File: src/rtl/bus_arbiter_pkg.sv
// Shared types and constants for the dual-channel (data/instruction) bus arbiter.
package bus_arbiter_pkg;

  localparam int unsigned DEFAULT_N_CORES = 4;
  localparam int unsigned DEFAULT_TIMEOUT = 255;

  typedef enum logic [1:0] {
    ARB_IDLE    = 2'd0,
    ARB_GRANTED = 2'd1,
    ARB_TURN    = 2'd2
  } arb_state_e;

  // Ceiling log2, with a minimum of 1 so that 1-core/1-count widths stay legal.
  function automatic int unsigned clog2(input int unsigned value);
    int unsigned res;
    int unsigned v;
    res = 0;
    v   = (value > 0) ? value - 1 : 0;
    while (v > 0) begin
      res = res + 1;
      v   = v >> 1;
    end
    return (res == 0) ? 1 : res;
  endfunction

endpackage

File: src/rtl/bus_arbiter_if.sv
// Request/grant bundle between the cores, the memories and the central bus arbiter.
interface bus_arbiter_if
  import bus_arbiter_pkg::*;
#(
  parameter int unsigned N_CORES = DEFAULT_N_CORES
);
  localparam int unsigned OWNER_W = clog2(N_CORES);

  logic [N_CORES-1:0] D_Bus_RQ;
  logic               D_Bus_Ready;
  logic [N_CORES-1:0] D_Bus_GRANT;
  logic [OWNER_W-1:0] D_Owner;
  logic               D_Timeout;

  logic [N_CORES-1:0] I_Bus_RQ;
  logic               I_Bus_Ready;
  logic [N_CORES-1:0] I_Bus_GRANT;
  logic [OWNER_W-1:0] I_Owner;
  logic               I_Timeout;

  // Arbiter side
  modport master (
    input  D_Bus_RQ, D_Bus_Ready, I_Bus_RQ, I_Bus_Ready,
    output D_Bus_GRANT, D_Owner, D_Timeout, I_Bus_GRANT, I_Owner, I_Timeout
  );

  // Requester / memory side
  modport slave (
    output D_Bus_RQ, D_Bus_Ready, I_Bus_RQ, I_Bus_Ready,
    input  D_Bus_GRANT, D_Owner, D_Timeout, I_Bus_GRANT, I_Owner, I_Timeout
  );

endinterface

File: src/rtl/rr_arb_channel.sv
// One bus worth of round-robin arbitration: grant FSM, rotating pointer and
// Ready watchdog. A single dead TURN cycle separates every release from the next grant.
module rr_arb_channel
  import bus_arbiter_pkg::*;
#(
  parameter int unsigned N_CORES = DEFAULT_N_CORES,
  parameter int unsigned TIMEOUT = DEFAULT_TIMEOUT
) (
  input  logic                        clock,
  input  logic                        reset_n,
  input  logic [N_CORES-1:0]          rq,
  input  logic                        ready,
  output logic [N_CORES-1:0]          grant,
  output logic [clog2(N_CORES)-1:0]   owner,
  output logic                        timeout
);
  localparam int unsigned OWNER_W = clog2(N_CORES);

  arb_state_e         state_q, state_d;
  logic [OWNER_W-1:0] ptr_q, ptr_d;
  logic [OWNER_W-1:0] owner_q, owner_d;
  logic [N_CORES-1:0] grant_q, grant_d;
  logic               timeout_q, timeout_d;
  logic [OWNER_W-1:0] winner;
  logic [OWNER_W-1:0] owner_next;
  logic               found;
  int unsigned        idx;
  logic               expire;
  logic               cnt_clr;
  logic               cnt_inc;

  // First requester at or above the pointer, wrapping modulo N_CORES.
  always_comb begin
    winner = ptr_q;
    found  = 1'b0;
    idx    = 0;
    for (int unsigned k = 0; k < N_CORES; k++) begin
      idx = 32'(ptr_q) + k;
      if (idx >= N_CORES) idx = idx - N_CORES;
      if (!found && rq[OWNER_W'(idx)]) begin
        winner = OWNER_W'(idx);
        found  = 1'b1;
      end
    end
  end

  assign owner_next = (owner_q == OWNER_W'(N_CORES - 1)) ? '0 : owner_q + OWNER_W'(1);

  always_comb begin
    state_d   = state_q;
    ptr_d     = ptr_q;
    owner_d   = owner_q;
    grant_d   = grant_q;
    timeout_d = 1'b0;
    cnt_clr   = 1'b0;
    cnt_inc   = 1'b0;
    case (state_q)
      ARB_IDLE, ARB_TURN: begin
        grant_d = '0;
        state_d = ARB_IDLE;
        if (|rq) begin
          state_d = ARB_GRANTED;
          grant_d = N_CORES'(1) << winner;
          owner_d = winner;
          cnt_clr = 1'b1;
        end
      end
      ARB_GRANTED: begin
        // Withdrawal beats Ready beats watchdog; only the watchdog flags a timeout.
        if (!rq[owner_q] || ready) begin
          state_d = ARB_TURN;
          grant_d = '0;
          ptr_d   = owner_next;
        end else if (expire) begin
          state_d   = ARB_TURN;
          grant_d   = '0;
          ptr_d     = owner_next;
          timeout_d = 1'b1;
        end else begin
          cnt_inc = 1'b1;
        end
      end
      default: begin
        state_d = ARB_IDLE;
        grant_d = '0;
      end
    endcase
  end

  always_ff @(posedge clock or negedge reset_n) begin
    if (!reset_n) begin
      state_q   <= ARB_IDLE;
      ptr_q     <= '0;
      owner_q   <= '0;
      grant_q   <= '0;
      timeout_q <= 1'b0;
    end else begin
      state_q   <= state_d;
      ptr_q     <= ptr_d;
      owner_q   <= owner_d;
      grant_q   <= grant_d;
      timeout_q <= timeout_d;
    end
  end

  // Watchdog counts grant cycles spent waiting for Ready.
  if (TIMEOUT != 0) begin : g_wdog
    localparam int unsigned CNT_W = clog2(TIMEOUT + 1);
    logic [CNT_W-1:0] cnt_q;

    always_ff @(posedge clock or negedge reset_n) begin
      if (!reset_n) begin
        cnt_q <= '0;
      end else if (cnt_clr) begin
        cnt_q <= '0;
      end else if (cnt_inc) begin
        cnt_q <= cnt_q + CNT_W'(1);
      end
    end

    assign expire = (cnt_q == CNT_W'(TIMEOUT - 1));
  end else begin : g_no_wdog
    assign expire = 1'b0;
  end

  assign grant   = grant_q;
  assign owner   = owner_q;
  assign timeout = timeout_q;

endmodule

File: src/rtl/bus_arbiter.sv
// Central arbiter for the shared data and instruction buses: two independent
// round-robin channels, wiring only.
module bus_arbiter
  import bus_arbiter_pkg::*;
#(
  parameter int unsigned N_CORES = DEFAULT_N_CORES,
  parameter int unsigned TIMEOUT = DEFAULT_TIMEOUT
) (
  input  logic          clock,
  input  logic          reset_n,
  bus_arbiter_if.master bus
);

  rr_arb_channel #(
    .N_CORES (N_CORES),
    .TIMEOUT (TIMEOUT)
  ) u_d_chan (
    .clock   (clock),
    .reset_n (reset_n),
    .rq      (bus.D_Bus_RQ),
    .ready   (bus.D_Bus_Ready),
    .grant   (bus.D_Bus_GRANT),
    .owner   (bus.D_Owner),
    .timeout (bus.D_Timeout)
  );

  rr_arb_channel #(
    .N_CORES (N_CORES),
    .TIMEOUT (TIMEOUT)
  ) u_i_chan (
    .clock   (clock),
    .reset_n (reset_n),
    .rq      (bus.I_Bus_RQ),
    .ready   (bus.I_Bus_Ready),
    .grant   (bus.I_Bus_GRANT),
    .owner   (bus.I_Owner),
    .timeout (bus.I_Timeout)
  );

endmodule

File: src/flat_wrapper.sv
// flat-port wrapper written by rule: the top's interface ports become plain ports
module bus_arbiter_flat import bus_arbiter_pkg::*;
#(
  parameter int unsigned N_CORES = DEFAULT_N_CORES,
  parameter int unsigned TIMEOUT = DEFAULT_TIMEOUT
)
  (clock, reset_n, bus_D_Bus_RQ, bus_D_Bus_Ready, bus_I_Bus_RQ, bus_I_Bus_Ready, bus_D_Bus_GRANT, bus_D_Owner, bus_D_Timeout, bus_I_Bus_GRANT, bus_I_Owner, bus_I_Timeout);
  bus_arbiter_if #(.N_CORES(N_CORES)) bus_i ();
  input  logic clock;
  input  logic reset_n;
  input wire logic [$bits(bus_i.D_Bus_RQ)-1:0] bus_D_Bus_RQ;
  input wire logic [$bits(bus_i.D_Bus_Ready)-1:0] bus_D_Bus_Ready;
  input wire logic [$bits(bus_i.I_Bus_RQ)-1:0] bus_I_Bus_RQ;
  input wire logic [$bits(bus_i.I_Bus_Ready)-1:0] bus_I_Bus_Ready;
  output wire logic [$bits(bus_i.D_Bus_GRANT)-1:0] bus_D_Bus_GRANT;
  output wire logic [$bits(bus_i.D_Owner)-1:0] bus_D_Owner;
  output wire logic [$bits(bus_i.D_Timeout)-1:0] bus_D_Timeout;
  output wire logic [$bits(bus_i.I_Bus_GRANT)-1:0] bus_I_Bus_GRANT;
  output wire logic [$bits(bus_i.I_Owner)-1:0] bus_I_Owner;
  output wire logic [$bits(bus_i.I_Timeout)-1:0] bus_I_Timeout;
  assign bus_i.D_Bus_RQ = bus_D_Bus_RQ;
  assign bus_i.D_Bus_Ready = bus_D_Bus_Ready;
  assign bus_i.I_Bus_RQ = bus_I_Bus_RQ;
  assign bus_i.I_Bus_Ready = bus_I_Bus_Ready;
  assign bus_D_Bus_GRANT = bus_i.D_Bus_GRANT;
  assign bus_D_Owner = bus_i.D_Owner;
  assign bus_D_Timeout = bus_i.D_Timeout;
  assign bus_I_Bus_GRANT = bus_i.I_Bus_GRANT;
  assign bus_I_Owner = bus_i.I_Owner;
  assign bus_I_Timeout = bus_i.I_Timeout;
  bus_arbiter #(.N_CORES(N_CORES), .TIMEOUT(TIMEOUT)) u_core (.clock(clock), .reset_n(reset_n), .bus(bus_i));
endmodule
File: config.mk
export PLATFORM = sky130hd
export DESIGN_NAME = bus_arbiter_flat
export DESIGN_NICKNAME = d
export VERILOG_FILES = /design/src/rtl/bus_arbiter_pkg.sv /design/src/rtl/bus_arbiter_if.sv /design/src/rtl/rr_arb_channel.sv /design/src/rtl/bus_arbiter.sv /design/src/flat_wrapper.sv
export SDC_FILE = /design/constraint.sdc
export NUM_CORES = 1
export LEC_CHECK = 0
export BUFFER_PORTS_ARGS = -buffer_cell sky130_fd_sc_hd__buf_2
export CAP_MARGIN = 15
export CORE_ASPECT_RATIO = 0.7
export CORE_MARGIN = 2
export CORE_UTILIZATION = 50
export DETAILED_ROUTE_END_ITERATION = 16
export PLACE_DENSITY = 0.71
export SKIP_CTS_REPAIR_TIMING = 1
export SYNTH_ARGS = -nofsm -noshare
export SYNTH_HDL_FRONTEND = slang
export SYNTH_SLANG_ARGS = --single-unit
export TNS_END_PERCENT = 100
File: constraint.sdc
create_clock -name clock -period 1.9 [get_ports clock]
set_input_delay 0.38 -clock clock [delete_from_list [all_inputs] [get_ports clock]]
set_output_delay 0.38 -clock clock [all_outputs]
set_load 0.05 [all_outputs]
-- Word-level counts from Yosys, hierarchy flattened
Index checks and enable logic that the tools add are counted.
- add/sub/neg operators: 18
- magnitude comparators: 18
- eq/ne operators: 10
- shifts and indexed selects: 2
- mux-type cells: 84
- reductions and logical operators: 30
- operators by type and width (kind ; count):
    $mux W2 ; 26
    $mux W1 ; 34
    $mux W8 ; 4
    $lt A2 B3 Y1 const B ; 10
    $mux W4 ; 6
    $bmux W1 S2 ; 10
    $ge A3 B3 Y1 const B ; 6
    $add A8 B1 Y8 const B ; 2
    $eq A8 B8 Y1 const B ; 2
    $pmux W4 S2 ; 2
    $sub A2 B1 Y2 const B ; 8
    $add A2 B2 Y3 const B ; 4
    $eq A2 B2 Y1 const B ; 4
    $logic_not A1 Y1 ; 8
    $pmux W2 S2 ; 2
    $reduce_and A2 Y1 ; 4
    $reduce_bool A2 Y1 ; 4
    $reduce_or A4 Y1 ; 2
    $shl A1 B2 Y4 const A ; 2
    $add A2 B1 Y3 const B ; 2
    $ge A2 B3 Y1 const B ; 2
    $logic_and A1 B1 Y1 ; 6
    $ne A3 B3 Y1 const B ; 2
    $add A2 B1 Y2 const B ; 2
    other kinds (4) ; 8
- register bits: 38
- output and inout port bits: 14
- word-level logic and storage cells: 174

-- Logic depth before layout (Yosys ltp)
Gate-level depths: netlist of the first run.
- depth after elaboration: 17
- mapped depth: 7

-- Cells and area by module
A second synthesis of the first run with hierarchy kept.
- cell total of the unflattened synthesis: 210
- area, all modules: 2113.3 um^2
- by module, submodules not included (module ; times used ; cells an instance ; area each (um^2) ; seq. area each (um^2)):
    rr_arb_channel (u_core.u_d_chan) ; 1 ; 103 ; 1063.5 ; 475.5
    rr_arb_channel (u_core.u_i_chan) ; 1 ; 107 ; 1049.8 ; 475.5

-- Least setup slack after synthesis of the first run
No wires, ideal clock.
- path type: reg2reg
- start point: reg u_core.u_i_chan.owner_q[1], in the netlist u_core.u_i_chan.owner[1]
- end point: reg u_core.u_i_chan.grant_q[0], in the netlist u_core.u_i_chan.grant[0]
- arrival time: 1781 ps
- data required time: 1773 ps
- path slack: -8 ps
- cell stages (with the launch flop): 6
- path buffers: 1
- clock period less this slack: 1908 ps
- cells stage by stage: dfrtp_1 > mux2_2 > a32oi_1 > buf_4 > or2_4 > o32ai_1
- longest elaborated chain between the ends: 6
- elaborated cells on any way between the ends: 7
- those cells by class: eq/ne: 1; mux: 4; reduce/logical: 2
- ends and longest elaborated chain (element ; RTL line ; source):
    start: declaration ; rr_arb_channel.sv:21 ; logic [OWNER_W-1:0] owner_q, owner_d;
    start signal: assignment ; rr_arb_channel.sv:100 ; owner_q <= owner_d;
    $bmux W1 S2 (*) ; rr_arb_channel.sv:70 ; if (!rq[owner_q] || ready) begin
    $mux W1 (implied by the code) (*) ; rr_arb_channel.sv:70 ;
    $logic_not A1 Y1 (*) ; rr_arb_channel.sv:70 ;
    $logic_or A1 B1 Y1 (*) ; rr_arb_channel.sv:70 ;
    $mux W4 ; rr_arb_channel.sv:70 ;
    $pmux W4 S2 ; rr_arb_channel.sv:57 ; case (state_q)
    end signal: assignment ; rr_arb_channel.sv:101 ; grant_q <= grant_d;
    end: declaration ; rr_arb_channel.sv:22 ; logic [N_CORES-1:0] grant_q, grant_d;
Mark *: on every way between the ends. The rest lies on a longest branch, timed or not. The select of a mux whose other input is x is not followed.
A chain may end at the register's enable or synchronous reset.

-- Worst setup path after layout of the first run
- start point: reg u_core.u_d_chan.owner_q[1], in the netlist u_core.u_d_chan.owner[1]
- end point: reg u_core.u_d_chan.ptr_q[0]
- longest elaborated chain between the ends: 6
- elaborated cells on any way between the ends: 10
- those cells by class: eq/ne: 1; mux: 5; reduce/logical: 4
- ends and longest elaborated chain (element ; RTL line ; source):
    start: declaration ; rr_arb_channel.sv:21 ;
    start signal: assignment ; rr_arb_channel.sv:100 ;
    $bmux W1 S2 ; rr_arb_channel.sv:70 ;
    $mux W1 (implied by the code) ; rr_arb_channel.sv:70 ;
    $logic_not A1 Y1 ; rr_arb_channel.sv:70 ;
    $logic_or A1 B1 Y1 ; rr_arb_channel.sv:70 ;
    $reduce_bool A2 Y1 (no source line) ; -- ;
    $reduce_and A2 Y1 (no source line) ; -- ;
    end signal: assignment ; rr_arb_channel.sv:99 ; ptr_q <= ptr_d;
    end: declaration ; rr_arb_channel.sv:20 ; logic [OWNER_W-1:0] ptr_q, ptr_d;
Parallel ways exist; a longest one is shown, timed or not. The select of a mux whose other input is x is not followed.

==> results.txt, run 1 <==
----------------------------------------------------
[Status]
  Status ... completed

[Setup path]
  Endpoint of the worst register-to-register path ... u_core.u_d_chan.ptr_q[0]
  RR Startpoint ... u_core.u_d_chan.owner[1]
  Worst setup EP type ... flip-flop
  Crit path max fanout ... 5
  Internal reg-to-reg setup slack ... 0.16 ns
  Depth of the worst register-to-register path ... 4
  CP Launch Type ... flip-flop
  Critical Path AT ... about 1.9 ns
  CP Class ... reg -> reg
  Crit path required time ... 2.07 ns

[Die]
  Initial standard-cell utilization of the core ... between 50% and 60%
  Area of the die ... between 0.004 and 0.005 mm²
  Die extent in x ... 81.5 µm
  Total I/O pin count ... 26
  Core Area ... just under 0.004 mm²
  Number of placement rows ... 19
  Vert. Die Dim ... approximately 60 µm

[Final layout]
  Area grow syn2layout ... 16.6%
  Layout cell share with drive strength beyond 1 ... 22.0%
  Area used by multi-input combinational logic ... roughly 0.0011 mm²
  Footprint of the flip-flops and latches ... 952 µm²
  Number of filler instances in the final layout ... around 340
  Antenna diodes ... 0
  Number of nets in the finished design ... around 260

[Clock network]
  Count of H-tree levels built during CTS ... 2
  Buffer type at the clock tree root ... sky130_fd_sc_hd__clkbuf_8
  Clock tree from TritonCTS ... yes
  Buffer depth of the longest clock path ... 2
  Total CTS buffers ... 5
  CTS clk-pin slew, worst paths ... 0.08 ns
  Clk Latency, worst-skew pair ... slightly below 0.3 ns
  Total number of clock tree sinks ... 38

[Timing]
  Clock Skews ... around 0.01 ns
  Shortest clock period the worst path allows after layout ... between 1.5 and 2 ns
  Number of max-slew violations in the final report ... 0
  Worst hold slack after final layout ... 0.0336 ns
  Tightest slew margin relative to the limit ... between 60% and 70%
  Hold violation count in the final report ... 0
  Achievable Freq ... ~570 MHz
  Total Negative Setup Slacks ... 0 ns
  Setup repair after global routing missed its margin ... no
  Final setup vio count ... 0
  Post-route clock period utilization ... between 90 and 100%
  Worst slew pin tran ... around 0.47 ns

[Logic synthesis]
  Net Count, Synth ... 226
  Dominant register cell in the synthesized netlist ... sky130_fd_sc_hd__dfrtp_1
  Number of cells produced by synthesis ... between 200 and 250
  Synthesized flop and latch total ... 38
  Library cell occupying the most area in the post-synthesis netlist ... sky130_fd_sc_hd__dfrtp_1
  Yosys cell types ... 50
  Total standard cell area after synthesis ... approximately 0.0021 mm²
  Leading cell type by number of instances after synthesis ... sky130_fd_sc_hd__dfrtp_1
  Top cells by area, synth ... sky130_fd_sc_hd__dfrtp_1 45%, sky130_fd_sc_hd__mux2i_1 3.8%, sky130_fd_sc_hd__ha_1 3.6%
  Avg Inst Size Synth ... slightly above 10 µm²
  Fraction of registers with async set or reset after synthesis ... 100%
  Post-synth top cells ... 38 x sky130_fd_sc_hd__dfrtp_1, 15 x sky130_fd_sc_hd__nand2_1, 11 x sky130_fd_sc_hd__a21oi_1
  Fraction of the yosys area taken by sequential cells ... between 40 and 50%
  Number of flops mapped to enable cells by yosys ... 0
  Synth top area share ... 45.2%
  Warnings from Yosys ... 0

[Global routing]
  Vias in the first global route ... 1641
  Wire length of the first global-routing pass ... 7.99 mm
  Pin count of the biggest net entering global routing ... 21
  GRT overflow ... 0
  Overall Global Routing Usage ... roughly 22%
  Initial antenna violation count ... 0

[Power and ir drop]
  Net switching fraction of the power ... between 40% and 50%
  Leakage power ... between 1 and 1.5 nW
  Portion of total power attributed to combinational logic ... 44.3%
  Relative contribution of the clock network to total power ... just over 20%
  Pwr per Cell Area ... between 1000 and 1500 mW/mm²
  Net switching power of the design ... 1.52 mW
  Worst vdd rail ir drop ... slightly below 1 mV
  Sequential fraction of design power ... between 30% and 40%
  Internal power ... approximately 2.0 mW

[Route]
  Number of design-rule violations left by the first detailed-router iteration ... roughly 140
  Routed met3 length ... ~160 µm
  ANT nets after route ... 0
  Met1 Wirelength ... 2.47 mm
  Uppermost layer routed ... met4
  Vias after detailed routing ... between 1500 and 2000
  Post-DR vias/cell ... approximately 6
  Met2 layer wire length in the routed design ... slightly below 2 mm
  DRC ... 0
  Overall routed net length ... 4.63 mm
  Average wire per standard cell ... about 16 µm
  Count of TritonRoute iterations in the first routing pass ... 4

[Hold path]
  Class of the worst hold path ... in -> async

[Flow run]
  Number of violations of the max-capacitance limit ... 0

[Placement]
  Detail Placement HPWL ... 3.47 mm
  Count of port buffers added during placement ... 25
  Final GP Congestion ... between 0.8 and 0.9

----------------------------------------------------
-- through the flow --
step	instance area, µm²	cells	utilization [%]	power, mW	setup WS [ns]
2_1_floorplan	2100	208	-	2.36	0.0901
3_3_place_gp	2330	289	58.7	2.77	0.165
3_5_place_dp	2330	289	58.7	2.80	0.109
4_1_cts	2450	297	61.6	3.52	0.158
5_1_grt	2450	297	61.8	3.76	0.0788
6_report	2450	297	61.8	3.52	0.160
-- layout by cell type (no fill, tap or decap), types with 2 or more instances in the layout --
cell type	synthesis	final
sky130_fd_sc_hd__a22oi_1	2	2
sky130_fd_sc_hd__dfrtp_1	38	37
sky130_fd_sc_hd__mux2_2	6	6
sky130_fd_sc_hd__buf_4	2	10
sky130_fd_sc_hd__o21ai_0	6	6
sky130_fd_sc_hd__nor2b_1	10	10
sky130_fd_sc_hd__a21oi_1	11	11
sky130_fd_sc_hd__or4_1	9	9
sky130_fd_sc_hd__inv_1	9	9
sky130_fd_sc_hd__clkbuf_8	0	6
sky130_fd_sc_hd__a2bb2oi_1	2	2
sky130_fd_sc_hd__buf_2	2	25
sky130_fd_sc_hd__o22ai_1	4	4
sky130_fd_sc_hd__nand4_1	4	4
sky130_fd_sc_hd__o2bb2ai_1	5	5
sky130_fd_sc_hd__nor2_1	9	9
sky130_fd_sc_hd__nand3_1	10	10
sky130_fd_sc_hd__o311ai_0	2	2
sky130_fd_sc_hd__and2_1	2	2
sky130_fd_sc_hd__a22o_1	2	2
sky130_fd_sc_hd__ha_1	6	6
sky130_fd_sc_hd__mux2i_1	8	8
sky130_fd_sc_hd__o31ai_1	8	8
sky130_fd_sc_hd__o32ai_1	2	2
sky130_fd_sc_hd__nand2b_1	6	6
sky130_fd_sc_hd__and4_1	2	2
sky130_fd_sc_hd__nand2_1	15	15
sky130_fd_sc_hd__and3_1	2	2
-- metal layers --
layer  vias to the layer above  track usage [%]
met5                         -                0
met4                         0             4.36
met3                         2             4.98
met2                        22             30.9
met1                       851             35.2
li1                        870                -
-- worst max-delay path by stage --
stage / depth (start not counted) / from / to
2_1_floorplan: 4 / u_core.u_d_chan.owner[0] / u_core.u_d_chan.g_wdog.cnt_q[4]
3_3_place_gp: 6 / bus_D_Bus_RQ[1] / u_core.u_d_chan.g_wdog.cnt_q[5]
3_5_place_dp: 6 / bus_D_Bus_RQ[1] / u_core.u_d_chan.g_wdog.cnt_q[5]
4_1_cts: 4 / u_core.u_d_chan.owner[0] / u_core.u_d_chan.g_wdog.cnt_q[5]
5_1_grt: 4 / u_core.u_d_chan.owner[1] / u_core.u_d_chan.ptr_q[1]
6_report: 4 / u_core.u_d_chan.owner[1] / u_core.u_d_chan.ptr_q[0]
-- worst max-delay path, stage by stage, from the launching register on --
cell and delay, ns:
sky130_fd_sc_hd__dfrtp_1 0.45, sky130_fd_sc_hd__mux2i_1 0.30, sky130_fd_sc_hd__o22ai_1 0.18, sky130_fd_sc_hd__a21oi_1 0.31, sky130_fd_sc_hd__mux2_2 0.38
-- cell type report --
class                           count  share of cell area, %
Clock inverter                      1                   1.22
Sequential cell                    38                   38.8
Clock buffer                        7                   3.52
Timing Repair Buffer               35                   8.16
Inverter                            9                   1.38
Multi-Input combinational cell    155                   44.2
Tap cell                           52                   2.65
-- registers in the layout, summed over array words and instances (netlist names) --
signal and cells:
u_core.u_d_chan.g_wdog.cnt_q 8, u_core.u_i_chan.g_wdog.cnt_q 8, u_core.u_d_chan.grant 4, u_core.u_i_chan.grant 4
u_core.u_d_chan.owner 2, u_core.u_d_chan.ptr_q 2, u_core.u_d_chan.state_q 2, u_core.u_i_chan.owner 2
u_core.u_i_chan.ptr_q 2, u_core.u_i_chan.state_q 2, u_core.u_d_chan.timeout 1, u_core.u_i_chan.timeout 1
-- power groups by stage --
stage | logic [mW] | clock network [mW] | registers, mW
after detailed placement | 1.55 | 0 | 1.25
after global routing | 1.71 | 0.770 | 1.27
after floorplan | 0.760 | 0 | 1.60
after CTS | 1.56 | 0.726 | 1.23
final | 1.56 | 0.721 | 1.24
after global placement | 1.52 | 0 | 1.24
-- cell families (layout without fill, tap and decap cells) --
family	Yosys count	count (layout)	share of synthesized area, %
and+or+nand+nor	78	78	21.5
AOI/OAI and AO/OA	57	57	19.2
DFF	38	38	45.2
buffers and inverters	15	52	3.51
muxes	14	14	7.02
adders and majority gates	6	6	3.57
Power figures use the tool's default switching activity.
==> run 2, diff against run 1 <==
==> constraint.sdc (replaced) <==
create_clock -name clock -period 1.73 [get_ports clock]
set_input_delay 0.346 -clock clock [delete_from_list [all_inputs] [get_ports clock]]
set_output_delay 0.346 -clock clock [all_outputs]
set_load 0.05 [all_outputs]
==> results.txt, run 2 (synthesis results as in run 1) <==
----------------------------------------------------
[Die]
  Number of placement rows ... 19
  Area of the die ... approximately 0.0047 mm²
  Initial standard-cell utilization of the core ... 53.0%
  Die extent in x ... a little over 80 µm
  Vert. Die Dim ... a little under 60 µm
  Core Area ... approximately 0.004 mm²
  Total I/O pin count ... 26

[Timing]
  Clock Skews ... roughly 0.012 ns
  Post-route clock period utilization ... a little over nine tenths
  Worst hold slack after final layout ... 0.0461 ns
  Achievable Freq ... roughly 600 MHz
  Tightest slew margin relative to the limit ... 59.0%
  Shortest clock period the worst path allows after layout ... 1.68 ns
  Worst slew pin tran ... ~0.6 ns
  Number of max-slew violations in the final report ... 0
  Hold violation count in the final report ... 0
  Final setup vio count ... 0

[Clock network]
  Count of H-tree levels built during CTS ... 2
  Clock tree from TritonCTS ... yes
  Clk Latency, worst-skew pair ... 0.31 ns
  Buffer type at the clock tree root ... sky130_fd_sc_hd__clkbuf_8
  Buffer depth of the longest clock path ... 2
  CTS clk-pin slew, worst paths ... 0.09 ns
  Total number of clock tree sinks ... 38
  Total CTS buffers ... 5

[Power and ir drop]
  Internal power ... between 2 and 2.5 mW
  Worst vdd rail ir drop ... 0.960 mV
  Relative contribution of the clock network to total power ... 22.0%
  Net switching fraction of the power ... a little over two fifths
  Sequential fraction of design power ... between 30% and 40%
  Pwr per Cell Area ... between 1500 and 2000 mW/mm²
  Portion of total power attributed to combinational logic ... 46.0%
  Net switching power of the design ... around 1.8 mW
  Leakage power ... approximately 1.2 nW

[Global routing]
  Vias in the first global route ... approximately 1800
  Initial antenna violation count ... 0
  Wire length of the first global-routing pass ... ~8.1 mm
  Overall Global Routing Usage ... 23.1%
  GRT overflow ... 0
  Pin count of the biggest net entering global routing ... 29

[Final layout]
  Layout cell share with drive strength beyond 1 ... about a third
  Core Util, Final ... 67.3%
  Antenna diodes ... 0
  Number of nets in the finished design ... around 280
  Most frequent standard cell in the layout excluding fill and tap cells ... sky130_fd_sc_hd__dfrtp_1
  Largest regs ... u_core.u_d_chan.g_wdog.cnt_q x8, u_core.u_i_chan.g_wdog.cnt_q x8
  Area used by multi-input combinational logic ... roughly 0.0012 mm²
  Number of filler instances in the final layout ... 301
  Footprint of the flip-flops and latches ... 956 µm²
  Commonest cells after routing, fill and taps aside ... 34 x sky130_fd_sc_hd__dfrtp_1, 26 x sky130_fd_sc_hd__buf_4, 25 x sky130_fd_sc_hd__buf_2, 14 x sky130_fd_sc_hd__nand2_1, 10 x sky130_fd_sc_hd__nand3_1
  Area grow syn2layout ... 27.0%

[Setup path]
  Critical Path AT ... 1.93 ns
  RR Startpoint ... u_core.u_i_chan.owner[0]
  Slowest Stage Delay on Critical Path ... ~0.53 ns
  Endpoint of the worst register-to-register path ... u_core.u_i_chan.g_wdog.cnt_q[5]
  CP Launch Type ... flip-flop
  Slowest cell on the critical path ... sky130_fd_sc_hd__or4_1
  Sequence of cells on the critical path ... nor4b_4, a32oi_4, or4_1, a21oi_2
  Crit path required time ... roughly 2.0 ns
  Crit path max fanout ... 8
  Internal reg-to-reg setup slack ... ~0.050 ns
  CP Class ... reg -> reg
  Worst setup EP type ... flip-flop
  Depth of the worst register-to-register path ... 4

[Hold path]
  Class of the worst hold path ... in -> async

[Flow run]
  Number of violations of the max-capacitance limit ... 0

[Placement]
  Detail Placement HPWL ... between 3 and 4 mm
  Final GP Congestion ... roughly 0.79
  Count of port buffers added during placement ... 25

[Route]
  Count of TritonRoute iterations in the first routing pass ... 4
  ANT nets after route ... 0
  DRC ... 0
  Overall routed net length ... a little over 5 mm
  Post-DR vias/cell ... 6.04
  Vias after detailed routing ... roughly 1900
  Average wire per standard cell ... between 15 and 20 µm
  Number of design-rule violations left by the first detailed-router iteration ... 117

[Status]
  Status ... completed

----------------------------------------------------
run 2: how the worst max path moves through the flow:
stage | startpoint | depth (start not counted) | to
final | u_core.u_i_chan.owner[0] | 4 | u_core.u_i_chan.g_wdog.cnt_q[5]
after CTS | u_core.u_i_chan.owner[0] | 4 | u_core.u_i_chan.g_wdog.cnt_q[3]
after global placement | bus_I_Bus_RQ[1] | 5 | u_core.u_i_chan.grant[0]
after detailed placement | bus_I_Bus_RQ[1] | 5 | u_core.u_i_chan.grant[0]
after global routing | u_core.u_i_chan.owner[0] | 4 | u_core.u_i_chan.g_wdog.cnt_q[5]
after floorplan | u_core.u_d_chan.owner[0] | 4 | u_core.u_d_chan.g_wdog.cnt_q[4]
run 2: metrics by stage:
stage / cell area (µm²) / power (mW) / std cells / setup slack [ns] / TNS [ns]
after CTS: 2600 / 4.16 / 313 / -0.0748 / -0.562
after global placement: 2460 / 3.16 / 305 / -0.0336 / -0.241
final: 2670 / 4.27 / 314 / 0.0496 / 0
after detailed placement: 2460 / 3.21 / 305 / -0.0851 / -0.644
after global routing: 2670 / 4.51 / 314 / -0.0427 / -0.0946
after floorplan: 2120 / 2.61 / 208 / 0.0263 / 0
run 2: layout make-up:
| class | count | area share, % |
|---|---|---|
| repair buffers | 51 | 12.0 |
| flip-flops and latches | 38 | 35.8 |
| clock buffers | 5 | 2.58 |
| inverters | 9 | 1.26 |
| clock inverters | 3 | 2.58 |
| well taps | 52 | 2.44 |
| multi-input cells | 156 | 43.4 |
run 2: power groups by stage:
| stage | Sequential, mW | Clock (mW) | Combinational (mW) |
|---|---|---|---|
| 2_1_floorplan | 1.76 | 0 | 0.844 |
| 3_3_place_gp | 1.36 | 0 | 1.80 |
| 3_5_place_dp | 1.37 | 0 | 1.84 |
| 4_1_cts | 1.35 | 0.954 | 1.86 |
| 5_1_grt | 1.39 | 0.999 | 2.12 |
| 6_report | 1.37 | 0.940 | 1.96 |
run 2: layer usage:
| metal | vias to the layer above | GRT usage [%] | routed length [µm] |
|---|---|---|---|
| met2 | 52 | 32.7 | 2210 |
| met4 | 0 | 10.7 | 72 |
| met3 | 6 | 4.67 | 243 |
| met5 | - | 0 | 0 |
| met1 | 937 | 33.9 | 2600 |
| li1 | 902 | - | - |
run 2: critical path: cells and delay by family, from the launching register on:
| kind | cells | cell delay [ns] |
|---|---|---|
| AND/OR/NAND/NOR | 2 | 0.91 |
| AO/OA/AOI/OAI | 2 | 0.28 |
| flip-flops | 1 | 0.44 |
==> run 3, diff against run 2 <==
==> constraint.sdc (replaced) <==
create_clock -name clock -period 2 [get_ports clock]
set_input_delay 0.4 -clock clock [delete_from_list [all_inputs] [get_ports clock]]
set_output_delay 0.4 -clock clock [all_outputs]
set_load 0.05 [all_outputs]
==> results.txt, run 3 (synthesis results as in run 1) <==
----------------------------------------------------
[Timing]
  Achievable Freq ... 549 MHz
  Hold violation count in the final report ... 0
  Clock Skews ... 0.00916 ns
  Shortest clock period the worst path allows after layout ... about 1.8 ns
  Total Negative Setup Slacks ... 0 ns
  Final worst slack ... roughly 0.18 ns
  Final setup vio count ... 0
  Post-route clock period utilization ... between 90% and 100%
  Tightest slew margin relative to the limit ... roughly two thirds
  Worst slew pin tran ... between 0.4 and 0.5 ns
  Setup repair after global routing missed its margin ... no
  Number of max-slew violations in the final report ... 0

[Final layout]
  Area grow syn2layout ... 13.9%
  Antenna diodes ... 0
  Largest regs ... u_core.u_d_chan.g_wdog.cnt_q x8, u_core.u_i_chan.g_wdog.cnt_q x8
  Commonest cells after routing, fill and taps aside ... 38 x sky130_fd_sc_hd__dfrtp_1, 25 x sky130_fd_sc_hd__buf_2, 15 x sky130_fd_sc_hd__nand2_1, 11 x sky130_fd_sc_hd__a21oi_1
  Footprint of the flip-flops and latches ... around 950 µm²
  Number of filler instances in the final layout ... about 320
  Layout cell share with drive strength beyond 1 ... about a fifth
  Number of nets in the finished design ... between 200 and 300
  Most frequent standard cell in the layout excluding fill and tap cells ... sky130_fd_sc_hd__dfrtp_1
  Area used by multi-input combinational logic ... roughly 0.0011 mm²

[Setup path]
  CP Launch Type ... flip-flop
  CP Class ... reg -> reg
  Internal reg-to-reg setup slack ... ~0.18 ns
  Depth of the worst register-to-register path ... 5
  Crit path required time ... 2.20 ns
  RR Startpoint ... u_core.u_i_chan.owner[0]
  Crit path max fanout ... 15
  Worst setup EP type ... flip-flop
  Endpoint of the worst register-to-register path ... u_core.u_i_chan.g_wdog.cnt_q[3]
  Critical Path AT ... between 2 and 2.5 ns

[Global routing]
  Most heavily used metal layer in global routing ... met1
  Vias in the first global route ... between 1500 and 2000
  Met3 Usage GRT ... between 5 and 6%
  Pin count of the biggest net entering global routing ... 39
  Initial antenna violation count ... 0
  Wire length of the first global-routing pass ... around 7.7 mm
  Overall Global Routing Usage ... a little over a fifth
  Global routing met2 resource utilization ... roughly 28%
  Met1 Use GR ... between 30% and 40%
  GRT overflow ... 0

[Route]
  Overall routed net length ... around 4.5 mm
  Count of TritonRoute iterations in the first routing pass ... 4
  Average wire per standard cell ... around 15 µm
  Number of design-rule violations left by the first detailed-router iteration ... 70
  ANT nets after route ... 0
  Post-DR vias/cell ... slightly below 6
  DRC ... 0
  Vias after detailed routing ... ~1700

[Clock network]
  Total number of clock tree sinks ... 38
  Buffer depth of the longest clock path ... 2
  CTS clk-pin slew, worst paths ... about 0.070 ns
  Buffer type at the clock tree root ... sky130_fd_sc_hd__clkbuf_8
  Total CTS buffers ... 5
  Clk Latency, worst-skew pair ... between 0.2 and 0.3 ns
  Clock tree from TritonCTS ... yes
  Count of H-tree levels built during CTS ... 2

[Flow run]
  Number of violations of the max-capacitance limit ... 0

[Power and ir drop]
  Portion of total power attributed to combinational logic ... a little under half
  Net switching power of the design ... around 1.4 mW
  Net switching fraction of the power ... between 40% and 50%
  Internal power ... around 1.7 mW
  Leakage power ... between 1 and 1.5 nW
  Sequential fraction of design power ... between 30 and 40%
  Pwr per Cell Area ... ~1300 mW/mm²
  Worst vdd rail ir drop ... a little over 0.7 mV
  Relative contribution of the clock network to total power ... 15.6%

[Die]
  Die extent in x ... approximately 82 µm
  Vert. Die Dim ... roughly 60 µm
  Initial standard-cell utilization of the core ... a little over half
  Total I/O pin count ... 26
  Number of placement rows ... 19
  Core Area ... just under 0.004 mm²
  Area of the die ... approximately 0.0047 mm²

[Status]
  Status ... completed

[Placement]
  Final GP Congestion ... a little under 0.9
  Detail Placement HPWL ... 3.31 mm
  Count of port buffers added during placement ... 25
  Worst slack at placement ... between 0.1 and 0.15 ns

[Hold path]
  Class of the worst hold path ... in -> async

----------------------------------------------------
-- run 3: changes by cell type in the layout (fill, tap and decap cells not counted), sizes merged --
cell,change
clkinv,-1
clkbuf,+2
bufinv,-2
buf,-19
a32oi,-1
-- run 3: power groups by stage --
stage               combinational (mW)  clock, mW  sequential [mW]
finish                            1.47      0.489             1.19
CTS                               1.47      0.496             1.19
floorplan                        0.722          0             1.52
global placement                  1.43          0             1.19
global route                      1.61      0.535             1.22
detailed placement                1.47          0             1.20
-- run 3: through the flow --
stage / std cells / hold slack [ns] / util, % / cell area, µm² / power [mW]
after CTS: 293 / 0.178 / 60.3 / 2390 / 3.16
final: 293 / 0.153 / 60.3 / 2390 / 3.15
after global routing: 293 / 0.210 / 60.3 / 2390 / 3.36
after global placement: 286 / 0.477 / 58.4 / 2320 / 2.62
after detailed placement: 286 / 0.479 / 58.4 / 2320 / 2.66
after floorplan: 208 / 0.104 / - / 2100 / 2.24
-- run 3: layout make-up --
cell class | count | share of cell area (%)
Multi-Input combinational cell | 155 | 45.0
Sequential cell | 38 | 39.7
Timing Repair Buffer | 32 | 7.94
Clock buffer | 7 | 3.19
Tap cell | 52 | 2.72
Inverter | 9 | 1.41
-- run 3: metal layers --
layer  routed length [µm]  vias up
met2                 1750       30
li1                     -      856
met1                 2480      814
met5                    0        -
met4                   55        0
met3                  174       10
-- run 3: worst max-delay path by stage --
stage | slack [ns] | startpoint | endpoint | cells after the start
floorplan | 0.09 | u_core.u_i_chan.owner[1] | u_core.u_i_chan.grant[0] | 5
global placement | 0.23 | bus_D_Bus_RQ[1] | u_core.u_d_chan.g_wdog.cnt_q[0] | 6
detailed placement | 0.14 | bus_I_Bus_Ready | u_core.u_i_chan.g_wdog.cnt_q[3] | 6
CTS | 0.21 | u_core.u_i_chan.owner[0] | u_core.u_i_chan.g_wdog.cnt_q[3] | 5
global route | 0.05 | u_core.u_i_chan.owner[0] | u_core.u_i_chan.g_wdog.cnt_q[3] | 5
finish | 0.18 | u_core.u_i_chan.owner[0] | u_core.u_i_chan.g_wdog.cnt_q[3] | 5
-- run 3: critical path, stage by stage (launching register included) --
cell                      delay, ns
sky130_fd_sc_hd__dfrtp_1       0.40
sky130_fd_sc_hd__nor4b_1       0.35
sky130_fd_sc_hd__a32oi_1       0.16
sky130_fd_sc_hd__buf_12        0.18
sky130_fd_sc_hd__or4_1         0.46
sky130_fd_sc_hd__a21oi_1       0.18
